<file path="src/rtl/data_memory_pkg.sv">
// -----------------------------------------------------------------------------
// data_memory_pkg
// Shared types and default sizes for the single-port data memory.
//   state_e    : controller state (CLEAR sweep / IDLE accepting requests)
//   DM_DATA_W  : default word width in bits
//   DM_ADDR_W  : default address width in bits
// -----------------------------------------------------------------------------
package data_memory_pkg;

    typedef enum logic {
        CLEAR = 1'b0,
        IDLE  = 1'b1
    } state_e;

    localparam int DM_DATA_W = 8;
    localparam int DM_ADDR_W = 5;

endpackage : data_memory_pkg

</file>
<file path="src/rtl/data_memory_array.sv">
// -----------------------------------------------------------------------------
// data_memory_array
// Plain DEPTH x DATA_W storage with one synchronous write port and one
// combinational read port. No reset: contents are owned by the controller.
//   clk    in   clock
//   we     in   write enable
//   waddr  in   write word address
//   wdata  in   write data
//   raddr  in   read word address
//   rdata  out  read data (combinational)
// -----------------------------------------------------------------------------
module data_memory_array #(
    parameter  int DATA_W = 8,
    parameter  int DEPTH  = 32,
    localparam int AW     = $clog2(DEPTH)
) (
    input  logic              clk,
    input  logic              we,
    input  logic [AW-1:0]     waddr,
    input  logic [DATA_W-1:0] wdata,
    input  logic [AW-1:0]     raddr,
    output logic [DATA_W-1:0] rdata
);

    logic [DATA_W-1:0] mem [DEPTH];

    // NOTE: the storage array has no reset; clearing is done by the
    // controller's sweep so the array maps onto plain RAM cells.
    always_ff @(posedge clk) begin
        if (we) begin
            mem[waddr] <= wdata;
        end
    end

    // Addresses >= DEPTH are masked by the controller before use.
    assign rdata = mem[raddr];

endmodule : data_memory_array

</file>
<file path="src/rtl/data_memory_sp.sv">
// -----------------------------------------------------------------------------
// data_memory_sp
// Parametrised single-port data memory with request/ready handshake, a
// hardware zeroing sweep (after reset or on Clear) and an optional
// registered read with a one-cycle valid strobe.
//   Clk       in   clock, rising edge
//   Rst       in   synchronous active-high reset
//   Clear     in   start / restart a zeroing sweep
//   Req       in   access request, accepted only while Ready=1
//   We        in   1 = write, 0 = read (with Req)
//   Address   in   word address
//   Data_in   in   write data
//   Ready     out  1 = idle and accepting requests
//   Data_out  out  read data
//   Rd_valid  out  Data_out holds the result of an accepted read
// -----------------------------------------------------------------------------
module data_memory_sp
    import data_memory_pkg::*;
#(
    parameter int DATA_W   = DM_DATA_W,
    parameter int ADDR_W   = DM_ADDR_W,
    parameter int DEPTH    = 32,
    parameter int READ_REG = 1
) (
    input  logic              Clk,
    input  logic              Rst,
    input  logic              Clear,
    input  logic              Req,
    input  logic              We,
    input  logic [ADDR_W-1:0] Address,
    input  logic [DATA_W-1:0] Data_in,
    output logic              Ready,
    output logic [DATA_W-1:0] Data_out,
    output logic              Rd_valid
);

    localparam int                PTR_W    = $clog2(DEPTH);
    localparam logic [PTR_W-1:0]  LAST_PTR = PTR_W'(DEPTH - 1);
    localparam logic [ADDR_W:0]   DEPTH_A  = (ADDR_W + 1)'(DEPTH);

    state_e            state_q,   state_d;
    logic [PTR_W-1:0]  clr_ptr_q, clr_ptr_d;

    logic              in_range;
    logic              rd_req;
    logic              wr_req;
    logic              mem_we;
    logic [PTR_W-1:0]  mem_addr;
    logic [DATA_W-1:0] mem_wdata;
    logic [DATA_W-1:0] mem_rdata;
    logic [DATA_W-1:0] rd_data;

    // Extra leading zero lets non-power-of-two depths compare cleanly.
    assign in_range = ({1'b0, Address} < DEPTH_A);

    // Ready follows the state but drops immediately while Rst is held.
    assign Ready  = (state_q == IDLE) && !Rst;
    assign rd_req = Req && !We && Ready;
    assign wr_req = Req &&  We && Ready && in_range;

    // ---------------------------------------------------------------- state
    // NOTE: sequential state is updated with non-blocking assignments so all
    // flops sample the same pre-edge values.
    always_ff @(posedge Clk) begin
        if (Rst) begin
            state_q   <= CLEAR;
            clr_ptr_q <= '0;
        end else begin
            state_q   <= state_d;
            clr_ptr_q <= clr_ptr_d;
        end
    end

    // ----------------------------------------------------------- next state
    // NOTE: every signal written here gets a default first so no latch is
    // inferred on paths that leave it untouched.
    always_comb begin
        state_d   = state_q;
        clr_ptr_d = clr_ptr_q;
        unique case (state_q)
            CLEAR: begin
                if (Clear) begin
                    clr_ptr_d = '0;
                end else if (clr_ptr_q == LAST_PTR) begin
                    state_d = IDLE;   // pointer parks at DEPTH-1, no wrap
                end else begin
                    clr_ptr_d = clr_ptr_q + PTR_W'(1);
                end
            end
            IDLE: begin
                // A write sampled with Clear still lands; the sweep zeroes it.
                if (Clear) begin
                    state_d   = CLEAR;
                    clr_ptr_d = '0;
                end
            end
            default: begin
                state_d   = CLEAR;
                clr_ptr_d = '0;
            end
        endcase
    end

    // ------------------------------------------------ write-port mux (output)
    always_comb begin
        mem_we    = 1'b0;
        mem_addr  = Address[PTR_W-1:0];
        mem_wdata = Data_in;
        if (!Rst) begin
            if (state_q == CLEAR) begin
                mem_we    = 1'b1;
                mem_addr  = clr_ptr_q;
                mem_wdata = '0;
            end else if (wr_req) begin
                mem_we = 1'b1;
            end
        end
    end

    data_memory_array #(
        .DATA_W (DATA_W),
        .DEPTH  (DEPTH)
    ) u_array (
        .clk   (Clk),
        .we    (mem_we),
        .waddr (mem_addr),
        .wdata (mem_wdata),
        .raddr (Address[PTR_W-1:0]),
        .rdata (mem_rdata)
    );

    // Out-of-range reads return zero instead of aliasing a stored word.
    assign rd_data = in_range ? mem_rdata : '0;

    // ------------------------------------------------------------ read path
    generate
        if (READ_REG != 0) begin : g_read_reg
            logic [DATA_W-1:0] dout_q, dout_d;
            logic              rd_valid_q, rd_valid_d;

            // Data_out holds between reads; only Rst clears it.
            always_comb begin
                dout_d     = dout_q;
                rd_valid_d = rd_req;
                if (rd_req) begin
                    dout_d = rd_data;
                end
            end

            always_ff @(posedge Clk) begin
                if (Rst) begin
                    dout_q     <= '0;
                    rd_valid_q <= 1'b0;
                end else begin
                    dout_q     <= dout_d;
                    rd_valid_q <= rd_valid_d;
                end
            end

            assign Data_out = dout_q;
            assign Rd_valid = rd_valid_q;
        end else begin : g_read_comb
            assign Data_out = rd_data;
            assign Rd_valid = rd_req;
        end
    endgenerate

endmodule : data_memory_sp

</file>
<file path="config.mk">
export PLATFORM = sky130hd
export DESIGN_NAME = data_memory_sp
export DESIGN_NICKNAME = d
export VERILOG_FILES = /design/src/rtl/data_memory_pkg.sv /design/src/rtl/data_memory_array.sv /design/src/rtl/data_memory_sp.sv
export SDC_FILE = /design/constraint.sdc
export NUM_CORES = 1
export LEC_CHECK = 0
export ABC_CLOCK_PERIOD_IN_PS = 6700
export CAP_MARGIN = 20
export CORE_MARGIN = 8
export CORE_UTILIZATION = 50
export CTS_CLUSTER_SIZE = 14
export DETAILED_ROUTE_END_ITERATION = 8
export PLACE_DENSITY = 0.63
export SYNTH_ARGS = -nofsm -noshare
export SYNTH_HDL_FRONTEND = slang
export SYNTH_SLANG_ARGS = --single-unit
</file>
<file path="constraint.sdc">
create_clock -name Clk -period 6.7 [get_ports Clk]
set_clock_uncertainty 0.2 [all_clocks]
set_input_delay 0.67 -clock Clk [delete_from_list [all_inputs] [get_ports Clk]]
set_output_delay 0.67 -clock Clk [all_outputs]
set_load 0.005 [all_outputs]
</file>
-- Yosys cells after proc, flatten, opt, wreduce, memory -nomap -nowiden
Memory sizes are Yosys's and may differ from the RTL's. A register that Yosys moved wholly into a read port is not among the register bits.
Index checks and enable logic that the tools add are counted.
- $add $sub $neg: 1
- eq/ne operators: 3
- muxes and demuxes: 17
- bitwise logic cells: 1
- reduce and logical (&&, ||, !) cells: 8
- operator list (cell ; number):
    2-to-1 mux 5 bit ; 5
    2-to-1 mux 8 bit ; 2
    one-hot mux 5 bit (2 select lines) ; 1
    2-to-1 mux 1 bit ; 8
    adder 5 x 1 -> 5 bit, second input constant ; 1
    == test 5 bit, second input constant ; 1
    logical AND 1 bit ; 5
    != test 3 bit, second input constant ; 1
    zero test 1 bit ; 2
    != test 2 bit, second input constant ; 1
    one-hot mux 1 bit (2 select lines) ; 1
    AND reduction 2 bit ; 1
    inverter 1 bit ; 1
- register bits after elaboration: 7
- RAM bits: 256
- input port bits: 18
- output and inout port bits: 10
- word-level logic and storage cells: 34
- memories: 1
- memories (memory ; depth ; bits a word ; rd ports ; clocked after Yosys merged registers in ; wr ports ; RTL line ; RTL):
    u_array.mem ; 32 ; 8 ; 1 ; 1 ; 1 ; data_memory_array.sv:25 ; logic [DATA_W-1:0] mem [DEPTH];

-- Depth between registers and ports, before layout
- depth in word-level cells: 8
- mapped depth: 9
- mapped depth without buffers: 7

-- Modules after synthesis
A second synthesis with hierarchy kept.
- cell total of the unflattened synthesis: 493
- area, all modules: 10606.4 µm²
- modules (own cells, without submodules) (module ; times used ; cells each ; area an instance (µm²) ; seq. area each (µm²)):
    data_memory_array ; 1 ; 409 ; 9893.2 ; 7687.4
    data_memory_sp ; 1 ; 84 ; 713.2 ; 300.3

-- Worst setup path before layout
Ideal clock, no wire load.
- kind: input-to-reg
- start point: in Rst
- end point: mem u_array.mem[10][0] (enable)
- library setup time: 0.370 ns
- arrival: 2.113 ns
- required time: 6.130 ns
- slack: 4.017 ns
- stages on the path: 7
- buffers on the path: 2
- cell sequence: buf_6 -> nor2_1 -> clkbuf_1 -> nand3b_1 -> nand2_1 -> nand2_1 -> nor2_1
- cells in the longest elaborated chain, start to end: 8
- elaborated cells between the ends (all ways): 9
- classes of those cells: mux (6); reduce/logical (3)
- RTL lines (item ; RTL line ; RTL):
    start: declaration ; data_memory_sp.sv:26 ; input logic Rst,
    zero test 1 bit ; n/a ;
    logical AND 1 bit ; data_memory_sp.sv:57 ; assign Ready = (state_q == IDLE) && !Rst;
    logical AND 1 bit ; data_memory_sp.sv:59 ; assign wr_req = Req && We && Ready && in_range;
    2-to-1 mux 1 bit ; data_memory_sp.sv:114 ; end else if (wr_req) begin
    2-to-1 mux 1 bit ; data_memory_sp.sv:110 ; if (state_q == CLEAR) begin
    2-to-1 mux 1 bit ; data_memory_sp.sv:109 ; if (!Rst) begin
    2-to-1 mux 1 bit ; data_memory_array.sv:30 ; if (we) begin
    2-to-1 mux 1 bit (not written as such) ; data_memory_array.sv:31 ; mem[waddr] <= wdata;
    end: declaration ; data_memory_array.sv:25 ;
Several ways; a longest one is shown, not always the timed one.

-- Worst setup path in the final report
- start point: in Address[3]
- end point: mem u_array.mem[4][3] (enable)
- cells in the longest elaborated chain, start to end: 2
- RTL lines (item ; RTL line ; RTL):
    start: declaration ; data_memory_sp.sv:30 ; input logic [ADDR_W-1:0] Address,
    2-to-1 mux 5 bit ; data_memory_sp.sv:110 ;
    2-to-1 mux 5 bit * ; data_memory_sp.sv:109 ;
Every way passes the cells marked *; elsewhere a longest branch is shown, timed or not.

==> impl_metrics.py <==
metrics = {
    "global_route": {
        "gr-total-overflow": 0,
        "gr-usage-met3": 0.0292,
        "grt_busiest_layer": "met2",
        "grt_pass1_vias": 5613,
        "groute.layer.met2.usage": 0.313,
        "grt_pass1_wl_um": 35400,
        "grt_max_degree": 39,
        "grt_usage": 0.181,
        "grt_antenna_before_repair": 0,
        "grtUsageMet1": 0.231,
    },
    "power_and_ir_drop": {
        "p_switching_uw": 719,
        "power.share.sequential": 0.531,
        "p_int_mw": 2.80,
        "power_mw": 3.52,
        "leakagePower_nw": 4.15,
        "power_switching_share": 0.204,
        "power.density_mw_per_mm2": 287,
        "comb_power_share": 0.052,
        "vdd_ir_drop_max_v": 0.000258,
        "p_clk_frac": 0.417,
    },
    "floorplanning": {
        "core-area_mm2": 0.0216,
        "dieArea_mm2": 0.0267,
        "dieWidth_um": 163,
        "die_h_um": 163,
        "ioPinCount": 28,
        "start_util": 0.503,
        "placementRows": 54,
    },
    "layout": {
        "fin_nets": 657,
        "fillCellCount": 1633,
        "drive_above_1_share": 0.143,
        "final_core_util": 0.568,
        "syn_to_final_growth_pct": 12.9,
        "diodes": 0,
    },
    "placement": {
        "dp_hpwl_um": 14900,
        "io_buffers": 27,
        "dpl_worst_slack_ps": 2990,
        "place_congestion": 0.874,
    },
    "yosys": {
        "synth-edff-count": 256,
        "syn_inst": 597,
        "synth_top_area_cell": "edfxtp_1",
        "yosys.cell_types.count": 38,
        "ys_async_sr_fraction": 0,
        "ys_dominant_reg_cell": "edfxtp_1",
        "netlist.area_leader.share": 0.709,
        "ys_ff_latch": 271,
        "syn_area_mm2": 0.0108,
        "yosysSeqAreaShare": 0.737,
        "synth.net_count": 617,
        "yosys-top-cells-area": "edfxtp_1, mux2i_1, mux4_2",
        "syn_avg_cell_area_um2": 18.2,
        "yosysWarnings": 0,
    },
    "route": {
        "vias": 5528,
        "viasPerCell": 5.89,
        "antenna_left": 0,
        "firstDrtPassIters": 5,
        "route.detailed.drc": 0,
        "first_iter_violations": 510,
        "wl_per_cell_um": 25.4,
        "routed_wirelength_um": 23800,
    },
    "critical_path": {
        "worst_setup_path_end_kind": "flip-flop",
        "cp_data_required_time_ps": 6660,
        "crit_arrival_ps": 3210,
        "r2r_setup_slack_ps": 3890,
        "startpoint_type": "input port",
        "path_class": "in2reg",
        "worst-path-max-fanout": 20,
        "reg2regPathDepth": 5,
    },
    "clock_network": {
        "numCtsBuffers": 27,
        "cts.htree.levels": 1,
        "cts_sinks": 271,
        "cts_hold_buf": 0,
        "cts_setup_buffers": 0,
        "root_buffer": "clkbuf_16",
        "path_clk_slew_ps": 60,
        "clockBufferDepth": 3,
        "cts_tree": "built",
        "cts.repair.resized": 0,
        "clock_latency_ps": 530,
    },
    "timing": {
        "setup_slack_ps": 3450,
        "rsz0062_at_grt": "no",
        "max_freq_mhz": 308,
        "final.period_utilization": 0.485,
        "final_hold_viol_count": 0,
        "setup_tns_ps": 0,
        "slew_headroom": 0.417,
        "slew_violations": 0,
        "setup_viol": 0,
        "worst_pin_slew_ps": 873,
        "min_period_ps": 3250,
    },
    "hold_path": {
        "whs_path_depth": 2,
        "holdCritPathClass": "reg2reg",
    },
    "outcome": {
        "status": "finished clean",
    },
    "job": {
        "cap_violations": 0,
    },
}
-- metrics by stage --
stage | cells | hold WS, ps | cell area (um2)
after floorplan | 597 | 244 | 10800
after CTS | 936 | 270 | 12200
final | 938 | 271 | 12200
after detailed placement | 886 | 255 | 11400
after global routing | 938 | 307 | 12200
after global placement | 885 | 256 | 11300
-- state kept, by name (all words and copies together), names as in the netlist --
signal,cells
clr_ptr_q,5
Rd_valid,1
u_array.mem,256
Data_out,8
state_q,1
-- worst max-delay path: stages --
cell             delay [ps]
clkdlybuf4s50_1         790
nor2_1                  570
o21ai_0                 160
o41ai_1                 150
nand2_1                 270
nor2_1                  590
-- synth_stat cells, types with 2 or more instances --
cell type  count
edfxtp_1     256
mux2i_1       72
nor2_1        44
nand2_1       27
a21oi_1       22
mux4_2        22
a22oi_1       16
dfxtp_1       15
nor2b_1       14
a22o_1        13
mux2_2        10
mux4_1        10
clkbuf_1       9
buf_4          8
a221oi_1       7
buf_6          7
a221o_1        6
o21ai_0        6
buf_2          4
inv_1          3
o41ai_1        3
a211oi_1       2
ha_1           2
nand2b_1       2
nand3b_1       2
nand4_1        2
xor2_1         2
-- path summary, 6_finish.rpt --
kind / end / start
setup reg to reg: u_array.mem[29][7] / state_q
hold / removal: Data_out[6] / Data_out[6]
setup / recovery: u_array.mem[4][3] / Address[3]
hold reg to reg: Data_out[6] / Data_out[6]
-- cell type report --
class,instances,area [um2],area share
timing repair buffer,42,383,0.0313
clock buffer,38,727,0.0594
inverter,3,11.3,0.000920
sequential,271,7990,0.653
tap,280,350,0.0286
multi-input combinational,292,2650,0.216
clock inverter,12,134,0.0109
-- cell families after synthesis --
kind of cell	after synthesis	synth area share
flip-flops	271	0.737
multiplexers	114	0.147
AND/OR/NAND/NOR	96	0.0391
AO/OA/AOI/OAI	77	0.0512
buffers and inverters	34	0.0217
XOR/XNOR	3	0.00242
adder cells (fa/ha/maj)	2	0.00231
-- power by group through the flow --
stage / Combinational [mW] / Clock [mW] / Sequential (mW)
after floorplan: 0.118 / 0 / 1.90
after global placement: 0.180 / 0 / 1.90
after detailed placement: 0.184 / 0 / 1.90
after CTS: 0.185 / 1.49 / 1.87
after global routing: 0.196 / 1.55 / 1.87
final: 0.184 / 1.47 / 1.87
-- per-layer routing --
metal	vias to the layer above	part of all wire	routed length, um
met1	2826	0.40	9620
met3	38	0.066	1570
met5	-	0	0
met4	0	0.024	567
li1	2472	-	-
met2	192	0.51	12100
-- layout by cell type, fill, tap and decap left out, types with 2 or more instances in the layout --
cell type / netlist / layout
ha_1: 2 / 2
nor2b_2: 0 / 7
nand3b_1: 2 / 2
a211oi_1: 2 / 2
buf_4: 8 / 14
mux2_2: 10 / 10
nor2b_1: 14 / 6
a22o_1: 13 / 13
mux4_2: 22 / 22
nand2b_1: 2 / 2
nand4_1: 2 / 2
o21ai_0: 6 / 6
clkdlybuf4s50_1: 0 / 25
mux4_1: 10 / 10
inv_1: 3 / 3
mux2i_1: 72 / 72
buf_6: 7 / 2
a22oi_1: 16 / 16
o41ai_1: 3 / 3
clkbuf_1: 9 / 10
a221oi_1: 7 / 7
clkinv_1: 0 / 4
nor2_1: 44 / 44
bufinv_16: 0 / 3
clkinv_2: 0 / 4
clkbuf_16: 0 / 27
dfxtp_1: 15 / 15
nand2_1: 27 / 27
xor2_1: 2 / 2
a221o_1: 6 / 6
a21oi_1: 22 / 22
edfxtp_1: 256 / 256
No activity file was read; power rests on OpenSTA's default activity.
